<file path="src/rtl/sysctl_mtimer_pkg.sv">
// Shared constants for the multi-channel timer: register offsets,
// CTRL bit positions and the channel/global select bit.
package sysctl_mtimer_pkg;

    // csr_a bit that switches between channel and global registers
    localparam int GSEL_BIT = 9;

    // Channel register offsets (csr_a[2:0])
    localparam logic [2:0] REG_CTRL    = 3'd0;
    localparam logic [2:0] REG_COMPARE = 3'd1;
    localparam logic [2:0] REG_COUNTER = 3'd2;

    // Global register offsets (csr_a[1:0])
    localparam logic [1:0] REG_PENDING  = 2'd0;
    localparam logic [1:0] REG_MASK     = 2'd1;
    localparam logic [1:0] REG_PRESCALE = 2'd2;
    localparam logic [1:0] REG_CAPS     = 2'd3;

    // CTRL bit positions
    localparam int CTRL_EN = 0;
    localparam int CTRL_AR = 1;
    localparam int CTRL_PS = 2;

endpackage

</file>
<file path="src/rtl/sysctl_mtimer_chan.sv">
// One timer channel: control bits, up-counter, compare register and the
// step/match logic. match is a single-cycle pulse on the matching step.
module sysctl_mtimer_chan #(
    parameter int width = 32
) (
    input  logic             clk,
    input  logic             rst_n,
    input  logic             tick,
    input  logic             ctrl_we,
    input  logic             cmp_we,
    input  logic             cnt_we,
    input  logic [width-1:0] wdata,
    output logic [2:0]       ctrl,
    output logic [width-1:0] compare,
    output logic [width-1:0] counter,
    output logic             match
);
    import sysctl_mtimer_pkg::*;

    logic             en_q, en_d;
    logic             ar_q, ar_d;
    logic             ps_q, ps_d;
    logic [width-1:0] counter_q, counter_d;
    logic [width-1:0] compare_q, compare_d;
    logic             step;

    assign step  = en_q & (~ps_q | tick);
    assign match = step & (counter_q == compare_q);

    // Hardware stepping first, then CSR writes override it
    always_comb begin
        en_d      = en_q;
        ar_d      = ar_q;
        ps_d      = ps_q;
        counter_d = counter_q;
        compare_d = compare_q;
        if (step) begin
            if (counter_q == compare_q) begin
                if (ar_q) counter_d = '0;
                else      en_d      = 1'b0;
            end else begin
                counter_d = counter_q + 1'b1;
            end
        end
        if (ctrl_we) begin
            en_d = wdata[CTRL_EN];
            ar_d = wdata[CTRL_AR];
            ps_d = wdata[CTRL_PS];
        end
        if (cnt_we) counter_d = wdata;
        if (cmp_we) compare_d = wdata;
    end

    // Channel state registers
    always_ff @(posedge clk or negedge rst_n) begin
        if (!rst_n) begin
            en_q      <= 1'b0;
            ar_q      <= 1'b0;
            ps_q      <= 1'b0;
            counter_q <= '0;
            compare_q <= '1;
        end else begin
            en_q      <= en_d;
            ar_q      <= ar_d;
            ps_q      <= ps_d;
            counter_q <= counter_d;
            compare_q <= compare_d;
        end
    end

    // Pack control bits for readback
    always_comb begin
        ctrl          = '0;
        ctrl[CTRL_EN] = en_q;
        ctrl[CTRL_AR] = ar_q;
        ctrl[CTRL_PS] = ps_q;
    end

    assign compare = compare_q;
    assign counter = counter_q;

endmodule

</file>
<file path="src/rtl/sysctl_mtimer.sv">
// Multi-channel timer CSR slave: shared prescaler, pending/mask registers,
// CSR decode and registered readback around ntimers channel instances.
module sysctl_mtimer #(
    parameter logic [4:0] csr_addr = 5'h0,
    parameter int         ntimers  = 4,
    parameter int         width    = 32,
    parameter int         pwidth   = 16
) (
    input  logic               sys_clk,
    input  logic               sys_rst_n,
    input  logic [14:0]        csr_a,
    input  logic               csr_we,
    input  logic [31:0]        csr_di,
    output logic [31:0]        csr_do,
    output logic [ntimers-1:0] timer_irq,
    output logic               irq
);
    import sysctl_mtimer_pkg::*;

    logic                           sel, wr, gwr, cwr;
    logic [2:0]                     chan_idx, reg_idx;
    logic                           pend_we, mask_we, presc_we, tick;
    logic [ntimers-1:0]             pending_q, pending_d;
    logic [ntimers-1:0]             mask_q, mask_d;
    logic [pwidth-1:0]              presc_reload_q, presc_reload_d;
    logic [pwidth-1:0]              presc_cnt_q, presc_cnt_d;
    logic [31:0]                    csr_do_q, csr_do_d, rdata;
    logic [ntimers-1:0]             match_v;
    logic [ntimers-1:0][2:0]        ctrl_v;
    logic [ntimers-1:0][width-1:0]  cmp_v, cnt_v;
    logic                           unused;

    assign sel      = (csr_a[14:10] == csr_addr);
    assign wr       = sel & csr_we;
    assign gwr      = wr & csr_a[GSEL_BIT];
    assign cwr      = wr & ~csr_a[GSEL_BIT];
    assign chan_idx = csr_a[5:3];
    assign reg_idx  = csr_a[2:0];
    assign pend_we  = gwr & (csr_a[1:0] == REG_PENDING);
    assign mask_we  = gwr & (csr_a[1:0] == REG_MASK);
    assign presc_we = gwr & (csr_a[1:0] == REG_PRESCALE);
    assign unused   = ^{csr_a[8:6], csr_di};

    // A PRESCALE write restarts the count and suppresses that cycle's tick
    assign tick = (presc_cnt_q == '0) & ~presc_we;

    // Channels; out-of-range channel indices never match a write strobe
    for (genvar g = 0; g < ntimers; g++) begin : g_chan
        logic hit;
        assign hit = cwr & (chan_idx == 3'(g));
        sysctl_mtimer_chan #(.width(width)) u_chan (
            .clk     (sys_clk),
            .rst_n   (sys_rst_n),
            .tick    (tick),
            .ctrl_we (hit & (reg_idx == REG_CTRL)),
            .cmp_we  (hit & (reg_idx == REG_COMPARE)),
            .cnt_we  (hit & (reg_idx == REG_COUNTER)),
            .wdata   (csr_di[width-1:0]),
            .ctrl    (ctrl_v[g]),
            .compare (cmp_v[g]),
            .counter (cnt_v[g]),
            .match   (match_v[g])
        );
    end

    // Next state for prescaler, pending (set beats W1C) and mask
    always_comb begin
        presc_reload_d = presc_reload_q;
        presc_cnt_d    = presc_cnt_q;
        if (presc_we) begin
            presc_reload_d = csr_di[pwidth-1:0];
            presc_cnt_d    = '0;
        end else if (presc_cnt_q == '0) begin
            presc_cnt_d = presc_reload_q;
        end else begin
            presc_cnt_d = presc_cnt_q - 1'b1;
        end
        pending_d = pending_q;
        if (pend_we) pending_d = pending_q & ~csr_di[ntimers-1:0];
        pending_d = pending_d | match_v;
        mask_d = mask_q;
        if (mask_we) mask_d = csr_di[ntimers-1:0];
    end

    // Read mux from current (pre-write) state
    always_comb begin
        rdata = '0;
        if (csr_a[GSEL_BIT]) begin
            case (csr_a[1:0])
                REG_PENDING:  rdata[ntimers-1:0] = pending_q;
                REG_MASK:     rdata[ntimers-1:0] = mask_q;
                REG_PRESCALE: rdata[pwidth-1:0]  = presc_reload_q;
                default:      rdata = {16'd0, 8'(width), 8'(ntimers)};
            endcase
        end else begin
            for (int i = 0; i < ntimers; i++) begin
                if (chan_idx == 3'(i)) begin
                    case (reg_idx)
                        REG_CTRL:    rdata[2:0] = ctrl_v[i];
                        REG_COMPARE: rdata = 32'(cmp_v[i]);
                        REG_COUNTER: rdata = 32'(cnt_v[i]);
                        default:     rdata = '0;
                    endcase
                end
            end
        end
        csr_do_d = sel ? rdata : 32'd0;
    end

    // Block-level registers
    always_ff @(posedge sys_clk or negedge sys_rst_n) begin
        if (!sys_rst_n) begin
            csr_do_q       <= '0;
            pending_q      <= '0;
            mask_q         <= '0;
            presc_reload_q <= '0;
            presc_cnt_q    <= '0;
        end else begin
            csr_do_q       <= csr_do_d;
            pending_q      <= pending_d;
            mask_q         <= mask_d;
            presc_reload_q <= presc_reload_d;
            presc_cnt_q    <= presc_cnt_d;
        end
    end

    assign csr_do    = csr_do_q;
    assign timer_irq = pending_q & mask_q;
    assign irq       = |timer_irq;

endmodule
</file>
<file path="config.mk">
export PLATFORM = sky130hd
export DESIGN_NAME = sysctl_mtimer
export DESIGN_NICKNAME = d
export VERILOG_FILES = /design/src/rtl/sysctl_mtimer_pkg.sv /design/src/rtl/sysctl_mtimer_chan.sv /design/src/rtl/sysctl_mtimer.sv
export SDC_FILE = /design/constraint.sdc
export NUM_CORES = 1
export LEC_CHECK = 0
export ABC_AREA = 1
export BUFFER_PORTS_ARGS = -buffer_cell sky130_fd_sc_hd__buf_2
export CAP_MARGIN = 20
export CELL_PAD_IN_SITES_DETAIL_PLACEMENT = 0
export CELL_PAD_IN_SITES_GLOBAL_PLACEMENT = 2
export CORE_MARGIN = 2
export CORE_UTILIZATION = 35
export DETAILED_ROUTE_END_ITERATION = 10
export PLACE_DENSITY = 0.84
export SYNTH_ARGS = -nofsm -noshare
export SYNTH_HDL_FRONTEND = slang
export SYNTH_SLANG_ARGS = --single-unit
</file>
<file path="constraint.sdc">
create_clock -name sys_clk -period 3.12 [get_ports sys_clk]
set_input_delay 0.312 -clock sys_clk [delete_from_list [all_inputs] [get_ports sys_clk]]
set_output_delay 0.312 -clock sys_clk [all_outputs]
set_load 0.01 [all_outputs]
</file>
==> results.ini <==
[run_status]
status=completed

[synthesis]
ys.flop_type=dfrtp_1
ys_ff_latch=340
ys_warn_count=0
synth_cell_types=43
synthCells=3557
synthesis.nets=3612
synth_top_area_frac=0.229
seq_area_frac_synth=0.374
syn_area_mm2=0.0232
synth_edf_count=0
synth_top_cells_by_area=dfrtp_1 (23%), nand2_1 (22%), dfstp_2 (15%)
synthArstFlopShare=1.00
avgSynthCellArea_um2=6.52
yosysTopAreaCell=dfrtp_1

[detailed_routing]
antenna_left=0
num_vias=23900
routed_wl_um=103000
wl_per_cell_um=23.0
remaining_drc_errors=0
drt_iter0_markers=2504
avgViaCountPerCell=5.31
dr.pass1.iters=6

[timing]
post-route-period-util=0.929
grt_setup_unrepaired=false
slew_headroom=0.403
min_period_ns=2.90
slew_viol_final=0
maxClockFrequency_mhz=345
postLayoutSetupSlackWorst_ns=0.220
tightest_slew_ns=0.887
hold_violations=0
tns_ns=0
setup_violations=0
skew_ns=0.0284

[place]
dp_slack_ns=0.280
placed_area_mm2=0.0247
dp_hpwl_um=76500
place.gp.congestion=0.944
port_buffers=83

[cells_and_area]
fillCellCount=7169
stdcell_area_mm2=0.0263
final_cell_mix=nand2_1 (1,375), nand3_1 (404), inv_1 (320)
num-nets-final=3643
final_common_cell=nand2_1
layout-drive-gt1-share=0.114
area.growth.synth_to_final_pct=13.6

[global_routing]
antenna_found_initial=3
grt_pass1_wl_um=152000
grt.overflow.total=0
grt_max_degree=80
grt.total_usage=0.302
grt_pass1_vias=22700

[clocking]
root_buffer=clkbuf_16
insertion_delay_ns=0.61
clkSlewWorstSetupHoldPaths_ns=0.06
cts.path.max_buffers=3
htree_levels=2
cts_sinks=340
cts_buffers=45
cts_tree=yes

[pwr]
finalPower_uw=11300
p_per_area_mw_per_mm2=431
vdd_drop_max_uv=264
power_leakage_uw=0.0124

[floorplanning]
die_height_um=261
rows=94
dieArea_mm2=0.0683
top_level_ports=87
start_util=0.353
core_mm2=0.0656
chipWidth_um=261

[worst_setup_path]
startpoint=presc_cnt_q[0]$_DFF_PN0_
crit_required_ns=3.65
worst_r2r_startpoint=presc_cnt_q[0]$_DFF_PN0_
cp.arrival_ns=3.43
worst-path-max-fanout=15
crit_path_start_kind=flip-flop
r2r_end=g_chan[0].u_chan.counter[13]$_DFFE_PN0P_
crit_path_end_kind=flip-flop
rrSetupSlack_ns=0.22
crit_type=reg2reg
crit_end=g_chan[0].u_chan.counter[13]$_DFFE_PN0P_
reg2reg_depth=13

[hold_path]
hp-class=in2reg
min_delay_path_depth=5

[run]
drv_cap=0

[metal layers]
| metal | up-vias | share of wire | track usage | routed length (um) |
|---|---|---|---|---|
| li1 | 11400 | - | - | - |
| met1 | 11500 | 0.44 | 0.416 | 45100 |
| met3 | 155 | 0.070 | 0.0402 | 7260 |
| met2 | 809 | 0.45 | 0.479 | 46300 |
| met5 | - | 0 | 0 | 0 |
| met4 | 0 | 0.043 | 0.124 | 4450 |
[state kept, by name, indices dropped and copies added (netlist names)]
register               flops
csr_do                    32
g_chan.u_chan.ar_q         4
g_chan.u_chan.compare    128
g_chan.u_chan.counter    128
g_chan.u_chan.en_q         4
g_chan.u_chan.ps_q         4
mask_q                     4
pending_q                  4
presc_cnt_q               16
presc_reload_q            16
[power by group]
group	switching [uW]	leakage [uW]	internal, uW
Clock	2250	0.000752	3330
Sequential	94.6	0.00424	4550
Combinational	824	0.00738	283
Total	3170	0.0124	8170
[worst max-delay path: stages (launching register included)]
cell and delay [ns]:
dfrtp_1 0.38, inv_1 0.08, ha_1 0.19, nand2_1 0.11
nor2_1 0.16, nand3_1 0.14, nor3_1 0.31, nand2_2 0.26
a21boi_1 0.29, nand2_1 0.29, nand2_1 0.19, buf_4 0.25
nand2_1 0.08, nand2_1 0.07
[cells by family after synthesis]
group                    count (synthesis)  synth area share
buffers and inverters                  527            0.0888
adder cells (fa/ha/maj)                  5           0.00270
AND/OR/NAND/NOR                       2146             0.383
flip-flops                             340             0.374
XOR/XNOR                               157            0.0593
AO/OA/AOI/OAI                          382            0.0923
[worst min-delay path by stage]
stage,slack (ns),to,start
after global routing,0.16,csr_do[2]$_DFF_PN0_,csr_a[9]
after CTS,0.12,csr_do[4]$_DFF_PN0_,csr_a[10]
after floorplan,0.02,csr_do[0]$_DFF_PN0_,sys_rst_n
after global placement,0.28,g_chan[0].u_chan.counter[6]$_DFFE_PN0P_,sys_rst_n
final,0.14,csr_do[4]$_DFF_PN0_,csr_a[10]
after detailed placement,0.28,g_chan[0].u_chan.counter[6]$_DFFE_PN0P_,sys_rst_n
[per-stage QoR]
stage / instances / util / hold WS [ns]
after global routing: 4489 / 0.401 / 0.163
after global placement: 4403 / 0.377 / 0.278
after CTS: 4489 / 0.401 / 0.120
after detailed placement: 4403 / 0.377 / 0.276
final: 4491 / 0.401 / 0.135
after floorplan: 3557 / - / 0.0164
[cell type report]
type	instances	area (um^2)	share of cell area
clock buffer	62	1260	0.0478
timing repair buffer	184	1290	0.0489
clock inverter	22	299	0.0114
sequential	340	8670	0.329
antenna	2	5.00	0.000190
inverter	327	1230	0.0466
tap	864	1080	0.0410
multi-input combinational	2690	12500	0.475
[Yosys cell counts (5+ instances only)]
cell type and count:
nand3_2 6, clkbuf_1 135, buf_1 11, dfstp_2 128, o21ai_0 238, o21ai_1 6
xnor2_1 85, or2_2 6, o22ai_1 43, nor2_1 259, xor2_1 72, nand2_1 1377
ha_1 5, inv_1 320, a221oi_1 14, nand4_1 34, a22o_1 10, nor3_1 20
dfrtp_1 212, a21oi_1 40, buf_2 50, nand3b_1 29, nand3_1 407, a31oi_1 9
[repair_timing]
| action | in CTS | in global routing |
|---|---|---|
| buffers inserted | 0 | 0 |
| endpoints found under the setup margin | 0 | 21 |
| endpoints found under the hold margin | 43 | 0 |
| hold buffers | 2 | 0 |
| gates resized for setup | 0 | 1 |
(Power assumes the default switching activity.)
